[src/rtl/multicycle_ctrl_fsm_if.sv]
// rtl/multicycle_ctrl_fsm_if.sv - control bundle between the multi-cycle FSM and the RV32I datapath.
interface multicycle_ctrl_fsm_if #(
    parameter int RET_W = 32
);
    logic [6:0]       op;
    logic             mem_ready;
    logic             zero;
    logic             irwrite;
    logic             pcwrite;
    logic             adrsrc;
    logic [1:0]       alusrca;
    logic [1:0]       alusrcb;
    logic [1:0]       alu_op;
    logic [1:0]       immsrc;
    logic [1:0]       resultsrc;
    logic             memwrite;
    logic             regwrite;
    logic             illegal;
    logic             instr_done;
    logic [RET_W-1:0] retired;

    modport master (
        input  op, mem_ready, zero,
        output irwrite, pcwrite, adrsrc, alusrca, alusrcb, alu_op, immsrc,
               resultsrc, memwrite, regwrite, illegal, instr_done, retired
    );

    modport slave (
        output op, mem_ready, zero,
        input  irwrite, pcwrite, adrsrc, alusrca, alusrcb, alu_op, immsrc,
               resultsrc, memwrite, regwrite, illegal, instr_done, retired
    );
endinterface

[src/rtl/multicycle_ctrl_fsm.sv]
// rtl/multicycle_ctrl_fsm.sv - Moore control FSM for a multi-cycle RV32I datapath.
// Outputs decode from state only, except the MEM_READY/Zero gated PC/IR strobes.
module multicycle_ctrl_fsm #(
    parameter int RET_W = 32
) (
    input  logic                 clk,
    input  logic                 rst,
    multicycle_ctrl_fsm_if.master bus
);
    localparam logic [6:0] OP_LW  = 7'b0000011;
    localparam logic [6:0] OP_SW  = 7'b0100011;
    localparam logic [6:0] OP_R   = 7'b0110011;
    localparam logic [6:0] OP_I   = 7'b0010011;
    localparam logic [6:0] OP_BEQ = 7'b1100011;
    localparam logic [6:0] OP_JAL = 7'b1101111;

    typedef enum logic [3:0] {
        FETCH, DECODE, MEMADR, MEMREAD, MEMWB, MEMWRITE, EXECR, EXECI,
        ALUWB, ALUWB_J, BEQ, JAL, TRAP
    } state_t;

    state_t           state, state_nx;
    logic [RET_W-1:0] retired_q;

    logic       irwrite, pcwrite, adrsrc, memwrite, regwrite, illegal, instr_done;
    logic [1:0] alusrca, alusrcb, alu_op, immsrc, resultsrc;

    always_ff @(posedge clk or posedge rst) begin
        if (rst) state <= FETCH;
        else     state <= state_nx;
    end

    // Retired wraps naturally at 2^RET_W.
    always_ff @(posedge clk or posedge rst) begin
        if (rst)             retired_q <= '0;
        else if (instr_done) retired_q <= retired_q + 1'b1;
    end

    always_comb begin
        immsrc = 2'b00;
        case (bus.op)
            OP_SW:   immsrc = 2'b01;
            OP_BEQ:  immsrc = 2'b10;
            OP_JAL:  immsrc = 2'b11;
            default: immsrc = 2'b00;
        endcase
    end

    always_comb begin
        state_nx   = state;
        irwrite    = 1'b0;
        pcwrite    = 1'b0;
        adrsrc     = 1'b0;
        alusrca    = 2'b00;
        alusrcb    = 2'b00;
        alu_op     = 2'b00;
        resultsrc  = 2'b00;
        memwrite   = 1'b0;
        regwrite   = 1'b0;
        illegal    = 1'b0;
        instr_done = 1'b0;
        case (state)
            FETCH: begin
                alusrcb   = 2'b10;
                resultsrc = 2'b10;
                irwrite   = bus.mem_ready;
                pcwrite   = bus.mem_ready;
                if (bus.mem_ready) state_nx = DECODE;
            end
            DECODE: begin
                // PC-relative target parked in ALUOut for beq/jal.
                alusrca = 2'b01;
                alusrcb = 2'b01;
                case (bus.op)
                    OP_LW, OP_SW: state_nx = MEMADR;
                    OP_R:         state_nx = EXECR;
                    OP_I:         state_nx = EXECI;
                    OP_BEQ:       state_nx = BEQ;
                    OP_JAL:       state_nx = JAL;
                    default:      state_nx = TRAP;
                endcase
            end
            MEMADR: begin
                alusrca  = 2'b10;
                alusrcb  = 2'b01;
                state_nx = (bus.op == OP_LW) ? MEMREAD : MEMWRITE;
            end
            MEMREAD: begin
                adrsrc = 1'b1;
                if (bus.mem_ready) state_nx = MEMWB;
            end
            MEMWB: begin
                resultsrc  = 2'b01;
                regwrite   = 1'b1;
                instr_done = 1'b1;
                state_nx   = FETCH;
            end
            MEMWRITE: begin
                adrsrc     = 1'b1;
                memwrite   = 1'b1;
                instr_done = bus.mem_ready;
                if (bus.mem_ready) state_nx = FETCH;
            end
            EXECR: begin
                alusrca  = 2'b10;
                alu_op   = 2'b10;
                state_nx = ALUWB;
            end
            EXECI: begin
                alusrca  = 2'b10;
                alusrcb  = 2'b01;
                alu_op   = 2'b10;
                state_nx = ALUWB;
            end
            ALUWB: begin
                regwrite   = 1'b1;
                instr_done = 1'b1;
                state_nx   = FETCH;
            end
            ALUWB_J: begin
                // Link write for jal; the instruction already retired in JAL.
                regwrite = 1'b1;
                state_nx = FETCH;
            end
            BEQ: begin
                alusrca    = 2'b10;
                alu_op     = 2'b01;
                pcwrite    = bus.zero;
                instr_done = 1'b1;
                state_nx   = FETCH;
            end
            JAL: begin
                alusrca    = 2'b01;
                alusrcb    = 2'b10;
                pcwrite    = 1'b1;
                instr_done = 1'b1;
                state_nx   = ALUWB_J;
            end
            TRAP: begin
                illegal  = 1'b1;
                state_nx = TRAP;
            end
            default: state_nx = FETCH;
        endcase
    end

    assign bus.irwrite    = irwrite;
    assign bus.pcwrite    = pcwrite;
    assign bus.adrsrc     = adrsrc;
    assign bus.alusrca    = alusrca;
    assign bus.alusrcb    = alusrcb;
    assign bus.alu_op     = alu_op;
    assign bus.immsrc     = immsrc;
    assign bus.resultsrc  = resultsrc;
    assign bus.memwrite   = memwrite;
    assign bus.regwrite   = regwrite;
    assign bus.illegal    = illegal;
    assign bus.instr_done = instr_done;
    assign bus.retired    = retired_q;
endmodule

[src/flat_wrapper.sv]
// flat-port wrapper written by rule: the top's interface ports become plain ports
module multicycle_ctrl_fsm_flat 
#(
    parameter int RET_W = 32
)
  (clk, rst, bus_op, bus_mem_ready, bus_zero, bus_irwrite, bus_pcwrite, bus_adrsrc, bus_alusrca, bus_alusrcb, bus_alu_op, bus_immsrc, bus_resultsrc, bus_memwrite, bus_regwrite, bus_illegal, bus_instr_done, bus_retired);
  multicycle_ctrl_fsm_if #(.RET_W(RET_W)) bus_i ();
  input  logic clk;
  input  logic rst;
  input wire logic [$bits(bus_i.op)-1:0] bus_op;
  input wire logic [$bits(bus_i.mem_ready)-1:0] bus_mem_ready;
  input wire logic [$bits(bus_i.zero)-1:0] bus_zero;
  output wire logic [$bits(bus_i.irwrite)-1:0] bus_irwrite;
  output wire logic [$bits(bus_i.pcwrite)-1:0] bus_pcwrite;
  output wire logic [$bits(bus_i.adrsrc)-1:0] bus_adrsrc;
  output wire logic [$bits(bus_i.alusrca)-1:0] bus_alusrca;
  output wire logic [$bits(bus_i.alusrcb)-1:0] bus_alusrcb;
  output wire logic [$bits(bus_i.alu_op)-1:0] bus_alu_op;
  output wire logic [$bits(bus_i.immsrc)-1:0] bus_immsrc;
  output wire logic [$bits(bus_i.resultsrc)-1:0] bus_resultsrc;
  output wire logic [$bits(bus_i.memwrite)-1:0] bus_memwrite;
  output wire logic [$bits(bus_i.regwrite)-1:0] bus_regwrite;
  output wire logic [$bits(bus_i.illegal)-1:0] bus_illegal;
  output wire logic [$bits(bus_i.instr_done)-1:0] bus_instr_done;
  output wire logic [$bits(bus_i.retired)-1:0] bus_retired;
  assign bus_i.op = bus_op;
  assign bus_i.mem_ready = bus_mem_ready;
  assign bus_i.zero = bus_zero;
  assign bus_irwrite = bus_i.irwrite;
  assign bus_pcwrite = bus_i.pcwrite;
  assign bus_adrsrc = bus_i.adrsrc;
  assign bus_alusrca = bus_i.alusrca;
  assign bus_alusrcb = bus_i.alusrcb;
  assign bus_alu_op = bus_i.alu_op;
  assign bus_immsrc = bus_i.immsrc;
  assign bus_resultsrc = bus_i.resultsrc;
  assign bus_memwrite = bus_i.memwrite;
  assign bus_regwrite = bus_i.regwrite;
  assign bus_illegal = bus_i.illegal;
  assign bus_instr_done = bus_i.instr_done;
  assign bus_retired = bus_i.retired;
  multicycle_ctrl_fsm #(.RET_W(RET_W)) u_core (.clk(clk), .rst(rst), .bus(bus_i));
endmodule
[config.mk]
export PLATFORM = sky130hd
export DESIGN_NAME = multicycle_ctrl_fsm_flat
export DESIGN_NICKNAME = d
export VERILOG_FILES = /design/src/rtl/multicycle_ctrl_fsm_if.sv /design/src/rtl/multicycle_ctrl_fsm.sv /design/src/flat_wrapper.sv
export SDC_FILE = /design/constraint.sdc
export NUM_CORES = 1
export LEC_CHECK = 0
export ABC_AREA = 1
export BUFFER_PORTS_ARGS = -buffer_cell sky130_fd_sc_hd__buf_2
export CAP_MARGIN = 25
export CORE_MARGIN = 2
export CORE_UTILIZATION = 30
export DETAILED_ROUTE_END_ITERATION = 6
export HOLD_SLACK_MARGIN = 0.08
export PLACE_DENSITY = 0.6
export SYNTH_ARGS = -nofsm -noshare
export SYNTH_HDL_FRONTEND = slang
export SYNTH_SLANG_ARGS = --single-unit
[constraint.sdc]
create_clock -name clk -period 3.3 [get_ports clk]
set_input_delay 0.33 -clock clk [delete_from_list [all_inputs] [get_ports clk]]
set_output_delay 0.33 -clock clk [all_outputs]
set_load 0.1 [all_outputs]
; Yosys cells after proc, flatten, opt, wreduce, memory -nomap -nowiden
; Index checks and enable logic that the tools add are counted.
[word_totals]
reg_bits = 36
in_bits = 11
out_inout_bits = 49
wordCells = 53
[op_classes]
addsub = 1
eq_ne = 21
n_mux = 18
n_reduce_logical = 11
[ops]
columns = operator, count
row1 = $add A32 B1 Y32 const B, 1
row2 = $pmux W4 S8, 1
row3 = $eq A4 B4 Y1 const B, 5
row4 = $pmux W4 S5, 1
row5 = $eq A4 B3 Y1 const B, 4
row6 = $pmux W2 S2, 4
row7 = $eq A7 B6 Y1 const B, 2
row8 = $eq A7 B7 Y1 const B, 2
row9 = $mux W4, 3
row10 = $reduce_or A2 Y1, 5
row11 = $eq A4 B2 Y1 const B, 2
row12 = $reduce_or A4 Y1, 2
row13 = $eq A7 B2 Y1 const B, 1
row14 = $eq A7 B5 Y1 const B, 1
row15 = $ne A2 B2 Y1 const B, 3
row16 = $pmux W2 S3, 1
row17 = $reduce_or A3 Y1, 2
row18 = $mux W1, 5
row19 = $eq A4 B1 Y1 const B, 1
row20 = $logic_not A4 Y1, 1
row21 = $mux W3, 1
row22 = $pmux W1 S3, 1
row23 = $reduce_and A3 Y1, 1
row24 = $pmux W1 S2, 1

; Logic depth before layout (Yosys ltp)
; Gate-level depths: netlist (run 1).
[depth]
word_depth = 4
mapped_depth = 10
depth_no_buf = 10

; Least setup slack after synthesis (run 1)
; Ideal clock, no wire load.
[synth_path]
path_type = reg2out
from = register u_core.state[2]
to = output port bus_pcwrite
arrival_ps = 2841
required_ps = 2970
path_slack_ps = 129
stages_incl_launch_ff = 5
n_path_buf = 0
path_cell_list = dfrtp_1 > nor2_1 > nand2_1 > nor2_1 > nand3b_1
[synth_via]
elab_chain_cells = 2
elab_cells_between_ends = 4
cone_classes = 2 x eq/ne / 1 x mux / 1 x reduce/logical
[synth_rtl]
columns = item, line_no
row1 = start: declaration, multicycle_ctrl_fsm.sv:22  ; state_t state, state_nx;
row2 = start signal: assignment, multicycle_ctrl_fsm.sv:30  ; else state <= state_nx;
row3 = $eq A4 B4 Y1 / $logic_not A4 Y1 (equally long branches), multicycle_ctrl_fsm.sv:62  ; case (state)
row4 = $pmux W1 S3 (*), multicycle_ctrl_fsm.sv:62
row5 = end: declaration, flat_wrapper.sv:14  ; output wire logic [$bits(bus_i.pcwrite)-1:0] bus_pcwrite;
; Mark *: on every way between the ends. The rest lies on a longest branch, timed or not.

; Worst setup path after layout (run 1)
[layout_path]
from = register u_core.state[1]
to = output port bus_instr_done
[layout_via]
elab_chain_cells = 3
elab_cells_between_ends = 7
cone_classes = 5 x eq/ne / 1 x mux / 1 x reduce/logical
[layout_rtl]
columns = item, line_no
row1 = $eq A4 B4 Y1 / $eq A4 B3 Y1 (equally long branches), multicycle_ctrl_fsm.sv:62
row2 = $reduce_or A4 Y1 (no source line), -
row3 = $pmux W1 S2 (*), multicycle_ctrl_fsm.sv:62
row4 = end: declaration, flat_wrapper.sv:24  ; output wire logic [$bits(bus_i.instr_done)-1:0] bus_instr_done;
; Marks and branches as above.

==> results.txt, run 1 <==
----------------------------------------------------
[Yosys]
  Synthesized instance count ... 367
  Count of flip-flops with a built-in enable after synthesis ... 0
  Register area share after synthesis ... 0.3746
  Post-synthesis async set-or-reset flop share ... 1.000
  Flop and latch count out of synthesis ... 36
  Number of distinct library cell variants in the gate-level netlist after synthesis ... 26
  Number of nets in the synthesized netlist ... 379
  Average footprint of a synthesized cell ... 6.553 µm²
  Top flip-flop cell by instance count after synthesis ... sky130_fd_sc_hd__dfrtp_1
  Yosys warnings ... 0
  Synthesized cell area ... 2405 µm²

[Timing]
  Sum Neg Setup Slack ... 0 ns
  Max transition margin ... 0.6552
  Final worst path period share ... 0.6987
  Final setup violating endpoints ... 0
  Transition at the pin with the smallest max-transition slack ... 0.5208 ns
  Layout Skew ... 0.005012 ns
  Slew Viols, Final ... 0
  Final Hold Vio Count ... 0
  Maximum clock frequency ... 433.7 MHz
  Unrepaired setup endpoints after global routing ... false
  Min Clock Period, post-route ... 2.306 ns

[Floorplan]
  Starting density of the core ... 0.3112
  Area inside the core boundary ... 7727 µm²
  Row count ... 32
  Die height ... ~94 µm
  Number of placed I/O pins ... 60
  Full die area ... 8748 µm²
  Die Width ... between 90 and 100 µm

[Worst setup path]
  Critical Path RT ... a little under 3 ns
  Worst Path Max Fanout ... 32
  RR Startpoint ... u_core.state[1]$_DFFE_PP0P_
  R2r setup slk ... around 1.5 ns
  CP Launch Point ... u_core.state[1]$_DFFE_PP0P_
  Data arrival time of the critical path ... 1.98 ns
  Kind of capture point of the worst setup path ... output port
  Logic depth of the worst register-to-register path ... 10
  Reg-to-reg critical path endpoint ... u_core.bus.retired[24]$_DFFE_PP0P_
  Startpoint Class ... flop
  Type of the worst setup path ... reg -> out

[Placement]
  Cell Area, Placed ... 2805 µm²
  Half-perimeter wire length after placement ... approximately 4700 µm
  RD Place Congestion ... about 0.88
  Number of buffer cells added on primary ports ... 59

[Clock network]
  Root buffer cell ... sky130_fd_sc_hd__clkbuf_8
  Maximum buffer depth of the clock tree ... 2
  Number of H-tree levels ... 2
  Clock network latency to the later pin of the worst-skew pair ... 0.29 ns
  Count of instances resized after the clock tree is built ... 0
  Num CTS Buffers ... 5
  Post-CTS setup-driven buffer insertion count ... 0
  Sink Count ... 36
  Clock-pin slew on the worst setup and hold paths ... roughly 0.070 ns
  TritonCTS clock tree ... done
  Total of hold buffers inserted after clock tree synthesis ... 0

[Route]
  Wire per inst ... 11.32 µm
  Total Wirelength ... 6035 µm
  # DRC ... 0
  Drt pass-1 iters ... 4
  Average via count per standard cell ... 4.538
  Starting DRC count in detailed routing ... 107
  Total via count in the routed design ... 2,419
  Final antenna-violating net count ... 0

[Worst hold path]
  Hold Path Class ... in -> async

[Finish]
  Antenna fix cells ... 0
  Net count reported at finish ... 443
  Number of fill cells ... 844
  Fraction of layout instances using a drive strength above 1 ... 0.1926
  Area taken by flip-flops and latches ... 900.9 µm²
  Layout Area Growth over Synthesis ... 20.66%
  Area of the multi-input gates ... 1316 µm²
  Post-route cell area ... 2902 µm²

[Run]
  MaxCap Viol Count ... 0

[GRT]
  Maximum number of pins on one net before global-route repair ... 37
  Remaining Overflow, GRT ... 0
  Number of global-route vias before repair ... between 2,000 and 2,500
  First-pass GRT wire length ... 10,270 µm
  Tot GR Track Use ... 0.1462
  Antenna violations before repair ... 0

[Status]
  Run status ... finished clean

[Power and ir drop]
  Worst-case vdd ir drop ... 1.048 mV
  Power per Cell Area ... 713.9 nW/µm²
  Leakage power figure ... 1.452 nW

----------------------------------------------------
## layout make-up
| class | count | share of cell area |
|---|---|---|
| multi-input combinational | 286 | 0.4536 |
| timing repair buffer | 60 | 0.1044 |
| clock buffer | 7 | 0.03320 |
| inverter | 42 | 0.05433 |
| sequential | 36 | 0.3105 |
| tap | 102 | 0.04398 |
## cell usage after synthesis (all sizes together), types with 2 or more instances
master | instances | area share
nor2 | 66 | 0.11
o21ai | 15 | 0.036
nand3 | 15 | 0.036
inv | 42 | 0.066
dfrtp | 36 | 0.37
nand3b | 8 | 0.025
nand4 | 3 | 0.0078
xnor2 | 9 | 0.033
nand2 | 155 | 0.25
buf | 3 | 0.012
xor2 | 7 | 0.025
nor3 | 2 | 0.0042
## routing by layer
layer	GRT usage	vias up	wire, µm
li1	-	1253	-
met2	0.2530	60	2834
met5	0	-	0
met4	0.03261	0	64
met3	0.03143	5	353
met1	0.1870	1101	2782
## power by group
part,total [mW],leakage (nW),internal (mW),switching (mW)
registers,0.549,0.480,0.489,0.0607
logic,1.18,0.922,0.171,1.01
clock network,0.344,0.0503,0.186,0.158
total,2.07,1.45,0.846,1.23
## how the worst max path moves through the flow
| stage | end | slack [ns] | depth (start not counted) |
|---|---|---|---|
| floorplan | bus_pcwrite | 0.13 | 4 |
| global placement | bus_instr_done | 1.36 | 6 |
| detailed placement | bus_instr_done | 1.31 | 6 |
| CTS | bus_instr_done | 0.99 | 6 |
| global route | bus_instr_done | 0.89 | 6 |
| finish | bus_instr_done | 0.99 | 6 |
## stage by stage
step           cells  power (mW)    util  worst slack (ns)  hold slack (ns)
6_report         533       2.071  0.3755            0.9944           0.1367
3_5_place_dp     526       1.738  0.3630             1.311           0.4755
2_1_floorplan    367       1.585       -            0.1291           0.4871
5_1_grt          533       2.183  0.3755            0.8911           0.1896
3_3_place_gp     526       1.733  0.3630             1.363           0.4689
4_1_cts          533       2.089  0.3755            0.9914           0.1629
## cells by family after synthesis
logic type	count (synthesis)	synth area share
simple gates	250	0.4365
fa+ha+maj	1	0.005202
flops	36	0.3746
compound gates	19	0.04735
xor+xnor	16	0.05827
buf+inv	45	0.07804
## flip-flops by register name, summed over array words and instances, names as in the netlist
register,flops
u_core.bus.retired,32
u_core.state,4
## placed cells by master (no fill, tap or decap), types with 2 or more instances in the layout
| master | synthesis | layout |
|---|---|---|
| sky130_fd_sc_hd__xor2_1 | 7 | 7 |
| sky130_fd_sc_hd__inv_1 | 41 | 41 |
| sky130_fd_sc_hd__xnor2_1 | 9 | 9 |
| sky130_fd_sc_hd__o21ai_0 | 8 | 8 |
| sky130_fd_sc_hd__nand2_1 | 151 | 151 |
| sky130_fd_sc_hd__nor2_2 | 5 | 5 |
| sky130_fd_sc_hd__nand4_1 | 3 | 3 |
| sky130_fd_sc_hd__o21ai_1 | 4 | 4 |
| sky130_fd_sc_hd__buf_2 | 0 | 59 |
| sky130_fd_sc_hd__clkbuf_8 | 0 | 7 |
| sky130_fd_sc_hd__nand3b_1 | 8 | 8 |
| sky130_fd_sc_hd__nor2_4 | 2 | 2 |
| sky130_fd_sc_hd__nand2_2 | 4 | 4 |
| sky130_fd_sc_hd__nor3_1 | 2 | 2 |
| sky130_fd_sc_hd__dfrtp_1 | 36 | 36 |
| sky130_fd_sc_hd__nand3_1 | 14 | 14 |
| sky130_fd_sc_hd__nor2_1 | 59 | 59 |
| sky130_fd_sc_hd__o21ai_2 | 3 | 3 |
## critical path, cell delays in order (launching register included)
cell and delay, ns:
sky130_fd_sc_hd__dfrtp_1 0.42, sky130_fd_sc_hd__inv_1 0.11, sky130_fd_sc_hd__nand2_1 0.15, sky130_fd_sc_hd__nor2_4 0.14, sky130_fd_sc_hd__nand2_2 0.08, sky130_fd_sc_hd__nand3_4 0.28, sky130_fd_sc_hd__buf_2 0.50
Note: power is estimated with default switching activity, not from simulation.
==> run 2: changes to the inputs <==
==> constraint.sdc (replaced) <==
create_clock -name clk -period 2.17 [get_ports clk]
set_input_delay 0.217 -clock clk [delete_from_list [all_inputs] [get_ports clk]]
set_output_delay 0.217 -clock clk [all_outputs]
set_load 0.1 [all_outputs]
==> run 2 against run 1 <==
  * Routed wire length decreased by 1.2%
  * Global-route usage decreased by 0.13 points
  * First-iteration DRC count unchanged
  * Clock skew increased by 0.0027 ns
  * Count of clock-buffer cells in the layout decreased by 1
  * Critical path depth unchanged
  * Sequential power increased by 53%
  * Critical path type unchanged
  * Largest power group unchanged
==> results.txt, run 2 (synthesis gave the netlist of run 1 again) <==
----------------------------------------------------
[Status]
  Run status ... finished clean (unchanged)

[Floorplan]
  Starting density of the core ... 0.3112 (unchanged)
  Number of placed I/O pins ... 60 (unchanged)
  Die height ... 93.53 µm (unchanged)
  Area inside the core boundary ... 7727 µm² (unchanged)
  Die Width ... 93.53 µm (unchanged)
  Full die area ... 8748 µm² (unchanged)
  Row count ... 32 (unchanged)

[Timing]
  Final-layout worst hold slack ... 0.2343 ns (was 0.1367 ns)
  Min Clock Period, post-route ... 2.014 ns
  Transition at the pin with the smallest max-transition slack ... 0.4973 ns (was 0.5208 ns)
  Maximum clock frequency ... 496.4 MHz
  Unrepaired setup endpoints after global routing ... false (unchanged)
  Final setup violating endpoints ... 0 (unchanged)
  Sum Neg Setup Slack ... 0 ns (unchanged)
  Final worst path period share ... 0.9283
  Layout Skew ... 0.007671 ns (was 0.005012 ns)
  Final Hold Vio Count ... 0 (unchanged)
  Max transition margin ... 0.6708 (was 0.6552)
  Slew Viols, Final ... 0 (unchanged)

[GRT]
  Number of global-route vias before repair ... 2,163 (was 2,255)
  Remaining Overflow, GRT ... 0 (unchanged)
  Tot GR Track Use ... 0.1449 (was 0.1462)
  First-pass GRT wire length ... 10,160 µm (was 10,270 µm)
  Maximum number of pins on one net before global-route repair ... 37 (unchanged)
  Antenna violations before repair ... 0 (unchanged)

[Run]
  MaxCap Viol Count ... 0 (unchanged)

[Worst setup path]
  R2r setup slk ... 0.44 ns (was 1.48 ns)
  Data arrival time of the critical path ... 1.80 ns (was 1.98 ns)
  Type of the worst setup path ... reg -> out (unchanged)
  Worst Path Max Fanout ... 5 (was 32)
  Startpoint Class ... flop (unchanged)
  Kind of capture point of the worst setup path ... output port (unchanged)
  Critical Path RT ... 1.95 ns (was 2.97 ns)

[Clock network]
  Num CTS Buffers ... 5 (unchanged)
  Number of H-tree levels ... 2 (unchanged)
  Sink Count ... 36 (unchanged)
  TritonCTS clock tree ... done (unchanged)
  Post-CTS setup-driven buffer insertion count ... 0 (unchanged)
  Clock network latency to the later pin of the worst-skew pair ... 0.28 ns (was 0.29 ns)
  Root buffer cell ... sky130_fd_sc_hd__clkbuf_8 (unchanged)
  Clock-pin slew on the worst setup and hold paths ... 0.07 ns (about the same)
  Maximum buffer depth of the clock tree ... 2 (unchanged)

[Power and ir drop]
  Worst-case vdd ir drop ... 1.291 mV (was 1.048 mV)
  Part of the total power dissipated in sequential elements ... 0.269 (was 0.265)
  Share of power burned in the clock network ... 0.144 (was 0.166)
  Internal power ... 1.253 mW (was 845.8 µW)
  Power spent charging and discharging nets ... 1.864 mW (was 1.226 mW)
  Leakage power figure ... 1.451 nW (was 1.452 nW)
  Fraction of power spent switching nets ... 0.5980 (was 0.5917)
  Combinational share of power ... 0.587 (was 0.569)
  Power per Cell Area ... 1069 nW/µm² (was 713.9 nW/µm²)

[Route]
  Starting DRC count in detailed routing ... 107 (unchanged)
  Average via count per standard cell ... 4.342 (was 4.538)
  # DRC ... 0 (unchanged)
  Total via count in the routed design ... 2,323 (was 2,419)
  Wire per inst ... 11.15 µm (was 11.32 µm)
  Drt pass-1 iters ... 4 (unchanged)
  Total Wirelength ... 5965 µm (was 6035 µm)
  Final antenna-violating net count ... 0 (unchanged)

[Placement]
  Number of buffer cells added on primary ports ... 59 (unchanged)
  Half-perimeter wire length after placement ... 4717 µm (was 4671 µm)
  RD Place Congestion ... 0.8676 (was 0.8827)

[Finish]
  Antenna fix cells ... 0 (unchanged)
  Commonest non-fill, non-tap cells in the layout ... sky130_fd_sc_hd__nand2_1, sky130_fd_sc_hd__nor2_1, sky130_fd_sc_hd__buf_2 (unchanged)
  Fraction of layout instances using a drive strength above 1 ... 0.2032 (was 0.1926)
  Net count reported at finish ... 445 (was 443)
  Most frequent standard cell in the layout excluding fill and tap cells ... sky130_fd_sc_hd__nand2_1 (unchanged)
  Layout Area Growth over Synthesis ... 21.28% (was 20.66%)
  Max FFs per register ... 32 (unchanged)

[Worst hold path]
  Hold Path Class ... in -> reg (was in -> async)

----------------------------------------------------
==> run 2: power by group through the flow <==
stage                     clock [mW]  combinational, mW  sequential (mW)
after floorplan                    0               1.26             1.16
after CTS                      0.466               1.84            0.839
after global routing           0.500               1.94            0.857
after global placement             0               1.83            0.850
final                          0.448               1.83            0.838
after detailed placement           0               1.83            0.852
==> run 2: final timing paths <==
| check | from | to | cells after the start |
|---|---|---|---|
| min reg2reg | u_core.bus.retired[0]$_DFFE_PP0P_ | u_core.bus.retired[0]$_DFFE_PP0P_ | 1 |
| min in group asynchronous | rst | u_core.bus.retired[27]$_DFFE_PP0P_ | 4 |
| min | bus_mem_ready | u_core.state[1]$_DFFE_PP0P_ | 2 |
| max in group asynchronous | rst | u_core.bus.retired[0]$_DFFE_PP0P_ | 4 |
| max reg2reg | u_core.state[1]$_DFFE_PP0P_ | u_core.bus.retired[8]$_DFFE_PP0P_ | 8 |
| max | u_core.state[1]$_DFFE_PP0P_ | bus_alusrca[0] | 6 |
==> run 2: per-layer routing <==
metal  global-route usage  vias up  routed length, µm
li1                     -     1256                  -
met2               0.2410       53               2785
met3              0.02901        4                290
met5                    0        -                  0
met1               0.1979     1010               2845
met4              0.02536        0                 44
==> run 2: final cells by class <==
class | count | area (µm²)
multi-input combinational | 286 | 1325
inverter | 42 | 157.7
clock inverter | 1 | 5.005
fill | 819 | 4811
timing repair buffer | 62 | 325.3
sequential | 36 | 903.4
tap | 102 | 127.6
clock buffer | 6 | 72.57
==> run 2: critical path, cell delays in order, from the launching register on <==
cell and delay (ns):
sky130_fd_sc_hd__dfrtp_1 0.42, sky130_fd_sc_hd__inv_1 0.10, sky130_fd_sc_hd__nand2_1 0.16, sky130_fd_sc_hd__nor2_1 0.24, sky130_fd_sc_hd__inv_1 0.10, sky130_fd_sc_hd__nand2_1 0.07, sky130_fd_sc_hd__buf_2 0.42
==> run 2: metrics by stage <==
| stage | worst slack (ns) | cells | power (mW) | utilization | area (µm²) |
|---|---|---|---|---|---|
| after floorplan | -0.4005 | 367 | 2.425 | - | 2416 |
| after global placement | 0.4349 | 527 | 2.684 | 0.3654 | 2824 |
| after global routing | 0.03915 | 535 | 3.297 | 0.3774 | 2917 |
| after CTS | 0.08663 | 535 | 3.144 | 0.3768 | 2912 |
| final | 0.1557 | 535 | 3.118 | 0.3774 | 2917 |
| after detailed placement | 0.4145 | 527 | 2.685 | 0.3654 | 2824 |
==> run 2: what timing repair did <==
item,4_1_cts,5_1_grt
setup endpoints to repair,0,2
gates resized for setup,0,2
hold endpoints to repair,36,0
hold buffers,1,0
==> run 3: changes to the inputs <==
--- a/config.mk
+++ b/config.mk
@@ -5,14 +5,14 @@
 export SDC_FILE = /design/constraint.sdc
 export NUM_CORES = 1
 export LEC_CHECK = 0
-export ABC_AREA = 1
 export BUFFER_PORTS_ARGS = -buffer_cell sky130_fd_sc_hd__buf_2
 export CAP_MARGIN = 25
-export CORE_MARGIN = 2
+export CORE_MARGIN = 3
 export CORE_UTILIZATION = 30
+export CTS_BUF_LIST = sky130_fd_sc_hd__clkbuf_2 sky130_fd_sc_hd__clkbuf_4 sky130_fd_sc_hd__clkbuf_8
 export DETAILED_ROUTE_END_ITERATION = 6
 export HOLD_SLACK_MARGIN = 0.08
-export PLACE_DENSITY = 0.6
+export PLACE_DENSITY = 0.61
 export SYNTH_ARGS = -nofsm -noshare
 export SYNTH_HDL_FRONTEND = slang
 export SYNTH_SLANG_ARGS = --single-unit
==> run 3 against run 2 <==
  * Sequential share of layout area increased by 2.2 points
  * Global-route usage shrank 1.3 points
  * Fmax shrank 1.6%
  * Critical path depth fell by 2
  * Worst hold slack lost 0.18 ns
==> results.txt, run 3 <==
----------------------------------------------------
[Placement]
  Half-perimeter wire length after placement ... 3873 µm (was 4717 µm)
  RD Place Congestion ... 0.7996 (was 0.8676)
  Placed cells ... 382 (was 527)
  Cell Area, Placed ... 2634 µm² (was 2824 µm²)
  Number of buffer cells added on primary ports ... 59 (unchanged)

[Clock network]
  Number of H-tree levels ... 2 (unchanged)
  Count of instances resized after the clock tree is built ... 0 (unchanged)
  Sink Count ... 36 (unchanged)
  Total of hold buffers inserted after clock tree synthesis ... 0 (was 1)
  Root buffer cell ... sky130_fd_sc_hd__clkbuf_8 (unchanged)
  Num CTS Buffers ... 5 (unchanged)
  TritonCTS clock tree ... done (unchanged)
  Post-CTS setup-driven buffer insertion count ... 0 (unchanged)
  Maximum buffer depth of the clock tree ... 2 (unchanged)
  Clock network latency to the later pin of the worst-skew pair ... 0.29 ns (was 0.28 ns)
  Clock-pin slew on the worst setup and hold paths ... 0.07 ns (about the same)

[Yosys]
  Number of distinct library cell variants in the gate-level netlist after synthesis ... 41 (was 26)
  Area fraction of the dominant cell type after synthesis ... 0.4238 (was 0.3746)
  Flop and latch count out of synthesis ... 36 (unchanged)
  Most area-hungry cell type in the Yosys netlist ... sky130_fd_sc_hd__dfrtp_1 (unchanged)
  Number of nets in the synthesized netlist ... 244 (was 379)
  Average footprint of a synthesized cell ... 9.163 µm² (was 6.553 µm²)
  Yosys warnings ... 0 (unchanged)
  Synth area leaders ... sky130_fd_sc_hd__dfrtp_1, sky130_fd_sc_hd__xor2_1, sky130_fd_sc_hd__nand2_1 (was sky130_fd_sc_hd__dfrtp_1, sky130_fd_sc_hd__nand2_1, sky130_fd_sc_hd__nor2_1)
  Count of flip-flops with a built-in enable after synthesis ... 0 (unchanged)
  Cell types with the highest counts after synthesis ... sky130_fd_sc_hd__dfrtp_1, sky130_fd_sc_hd__nand2_1, sky130_fd_sc_hd__xor2_1 (was sky130_fd_sc_hd__nand2_1, sky130_fd_sc_hd__nor2_1, sky130_fd_sc_hd__inv_1)
  Synthesized cell area ... 2126 µm² (was 2405 µm²)
  Post-synthesis async set-or-reset flop share ... 1.000 (unchanged)
  Most instantiated library cell after synthesis ... sky130_fd_sc_hd__dfrtp_1 (was sky130_fd_sc_hd__nand2_1)
  Synthesized instance count ... 232 (was 367)
  Top flip-flop cell by instance count after synthesis ... sky130_fd_sc_hd__dfrtp_1 (unchanged)
  Register area share after synthesis ... 0.4238 (was 0.3746)

[Finish]
  Util after Layout ... 0.4005 (was 0.3774)
  Number of standard cells in the final layout excluding fillers ... 390 (was 535)
  Net count reported at finish ... 305 (was 445)
  Commonest non-fill, non-tap cells in the layout ... sky130_fd_sc_hd__buf_2, sky130_fd_sc_hd__dfrtp_1, sky130_fd_sc_hd__nand2_1 (was sky130_fd_sc_hd__nand2_1, sky130_fd_sc_hd__nor2_1, sky130_fd_sc_hd__buf_2)
  Fraction of layout instances using a drive strength above 1 ... 0.3231 (was 0.2032)
  Layout Area Growth over Synthesis ... 28.72% (was 21.28%)
  Max FFs per register ... 32 (unchanged)
  Post-route cell area ... 2736 µm² (was 2917 µm²)
  Number of fill cells ... 698 (was 819)
  Most frequent standard cell in the layout excluding fill and tap cells ... sky130_fd_sc_hd__buf_2 (was sky130_fd_sc_hd__nand2_1)
  Antenna fix cells ... 0 (unchanged)

[GRT]
  Remaining Overflow, GRT ... 0 (unchanged)
  First-pass GRT wire length ... 8983 µm (was 10,160 µm)
  Maximum number of pins on one net before global-route repair ... 28 (was 37)
  Antenna violations before repair ... 0 (unchanged)
  Number of global-route vias before repair ... 1,866 (was 2,163)
  Tot GR Track Use ... 0.1321 (was 0.1449)

[Timing]
  Max transition margin ... 0.4883 (was 0.6708)
  Layout Skew ... 0.003114 ns (was 0.007671 ns)
  Sum Neg Setup Slack ... 0 ns (unchanged)
  Slew Viols, Final ... 0 (unchanged)
  Maximum clock frequency ... 488.4 MHz (was 496.4 MHz)
  Min Clock Period, post-route ... 2.048 ns (was 2.014 ns)
  Unrepaired setup endpoints after global routing ... false (unchanged)
  Final worst path period share ... 0.9436 (was 0.9283)
  Transition at the pin with the smallest max-transition slack ... 0.7667 ns (was 0.4973 ns)
  Final Hold Vio Count ... 0 (unchanged)
  Final setup violating endpoints ... 0 (unchanged)

[Route]
  # DRC ... 0 (unchanged)
  Average via count per standard cell ... 4.926 (was 4.342)
  Total via count in the routed design ... 1,921 (was 2,323)
  Uppermost layer routed ... met4 (unchanged)
  Drt pass-1 iters ... 4 (unchanged)
  Total met3 wirelength after detailed routing ... 319 µm (was 290 µm)
  Metal1 wirelength ... 2413 µm (was 2845 µm)
  Final antenna-violating net count ... 0 (unchanged)
  Starting DRC count in detailed routing ... 69 (was 107)
  Total Wirelength ... 5239 µm (was 5965 µm)
  WL met2 ... 2437 µm (was 2785 µm)
  Wire per inst ... 13.43 µm (was 11.15 µm)

[Floorplan]
  Number of placed I/O pins ... 60 (unchanged)
  Die height ... 90.18 µm (was 93.53 µm)
  Row count ... 30 (was 32)
  Starting density of the core ... 0.3112 (about the same)
  Area inside the core boundary ... 6832 µm² (was 7727 µm²)
  Die Width ... 90.18 µm (was 93.53 µm)
  Full die area ... 8132 µm² (was 8748 µm²)

[Worst setup path]
  Reg-to-reg critical path endpoint ... u_core.bus.retired[30]$_DFFE_PP0P_ (was u_core.bus.retired[8]$_DFFE_PP0P_)
  Critical Path RT ... 1.95 ns (about the same)
  Worst Path Max Fanout ... 16 (was 5)
  Type of the worst setup path ... reg -> out (unchanged)
  Startpoint Class ... flop (unchanged)
  Logic depth of the worst register-to-register path ... 5 (was 8)
  Kind of capture point of the worst setup path ... output port (unchanged)
  R2r setup slk ... 0.25 ns (was 0.44 ns)
  RR Startpoint ... u_core.state[2]$_DFFE_PP0P_ (was u_core.state[1]$_DFFE_PP0P_)
  Data arrival time of the critical path ... 1.83 ns (was 1.80 ns)

[Worst hold path]
  Hold Path Class ... in -> async (was in -> reg)

[Run]
  MaxCap Viol Count ... 0 (unchanged)

[Power and ir drop]
  Power spent charging and discharging nets ... 1.985 mW (was 1.864 mW)
  Leakage power figure ... 1.021 nW (was 1.451 nW)
  Combinational share of power ... 0.613 (was 0.587)
  Worst-case vdd ir drop ... 0.6803 mV (was 1.291 mV)
  Part of the total power dissipated in sequential elements ... 0.241 (was 0.269)
  Power per Cell Area ... 1289 nW/µm² (was 1069 nW/µm²)
  Internal power ... 1.543 mW (was 1.253 mW)
  Share of power burned in the clock network ... 0.145 (was 0.144)
  Fraction of power spent switching nets ... 0.5626 (was 0.5980)

[Status]
  Run status ... finished clean (unchanged)

----------------------------------------------------
## run 3: cell types whose count changed after synthesis, sizes merged, moves of 7 or more
cell | previous run | this run
nand2b | 0 | 9
inv | 42 | 5
nor2 | 66 | 11
o21ai | 15 | 5
xor2 | 7 | 25
nand4 | 3 | 10
nor3 | 2 | 18
nand2 | 155 | 26
nor4 | 0 | 16
## run 3: area by class of cell
cell class | instances | area, µm² | area share
flip-flops and latches | 36 | 908.4 | 0.3320
inverters | 5 | 22.52 | 0.008230
multi-input cells | 179 | 1190 | 0.4348
clock buffers | 8 | 97.59 | 0.03567
repair buffers | 66 | 397.9 | 0.1454
well taps | 96 | 120.1 | 0.04390
## run 3: critical path, stage by stage (launching register included)
cell	delay, ns
sky130_fd_sc_hd__dfrtp_1	0.47
sky130_fd_sc_hd__buf_4	0.24
sky130_fd_sc_hd__nand2b_1	0.26
sky130_fd_sc_hd__nor3_2	0.13
sky130_fd_sc_hd__buf_2	0.44
## run 3: power groups by stage
stage / combinational, mW / sequential (mW) / clock [mW]
after floorplan: 1.46 / 1.19 / 0
after global placement: 2.16 / 0.858 / 0
after detailed placement: 2.17 / 0.862 / 0
after CTS: 2.18 / 0.851 / 0.527
after global routing: 2.29 / 0.863 / 0.556
final: 2.16 / 0.852 / 0.513
## run 3: logic make-up after synthesis
family	share of synthesized area
xor gates and xnor gates	0.1401
adders and majority gates	0.005885
AOI/OAI and AO/OA	0.06592
buffers and inverters	0.04237
muxes	0.005297
DFF	0.4238
and+or+nand+nor	0.3167
## run 3: routing by layer
| metal | vias up | global-route usage |
|---|---|---|
| li1 | 953 | - |
| met1 | 911 | 0.1815 |
| met2 | 50 | 0.2022 |
| met3 | 7 | 0.03515 |
| met4 | 0 | 0.04209 |
| met5 | - | 0 |
## run 3: metrics by stage
step,hold slack (ns),power [mW],setup WS (ns)
3_5_place_dp,0.3996,3.035,0.2706
3_3_place_gp,0.3989,3.016,0.3369
4_1_cts,0.08455,3.553,0.004607
2_1_floorplan,0.3836,2.654,-0.7371
5_1_grt,0.1302,3.710,0.01692
6_report,0.05651,3.528,0.1223
## run 3: worst max-delay path by stage
stage | start | to | slack [ns]
6_report | u_core.state[3]$_DFFE_PP0P_ | bus_resultsrc[0] | 0.12
5_1_grt | u_core.state[3]$_DFFE_PP0P_ | bus_alusrcb[1] | 0.02
4_1_cts | u_core.state[2]$_DFFE_PP0P_ | bus_instr_done | 0.005
3_5_place_dp | u_core.state[2]$_DFFE_PP0P_ | u_core.bus.retired[26]$_DFFE_PP0P_ | 0.27
3_3_place_gp | u_core.state[1]$_DFFE_PP0P_ | u_core.bus.retired[30]$_DFFE_PP0P_ | 0.34
2_1_floorplan | u_core.state[2]$_DFFE_PP0P_ | bus_irwrite | -0.74
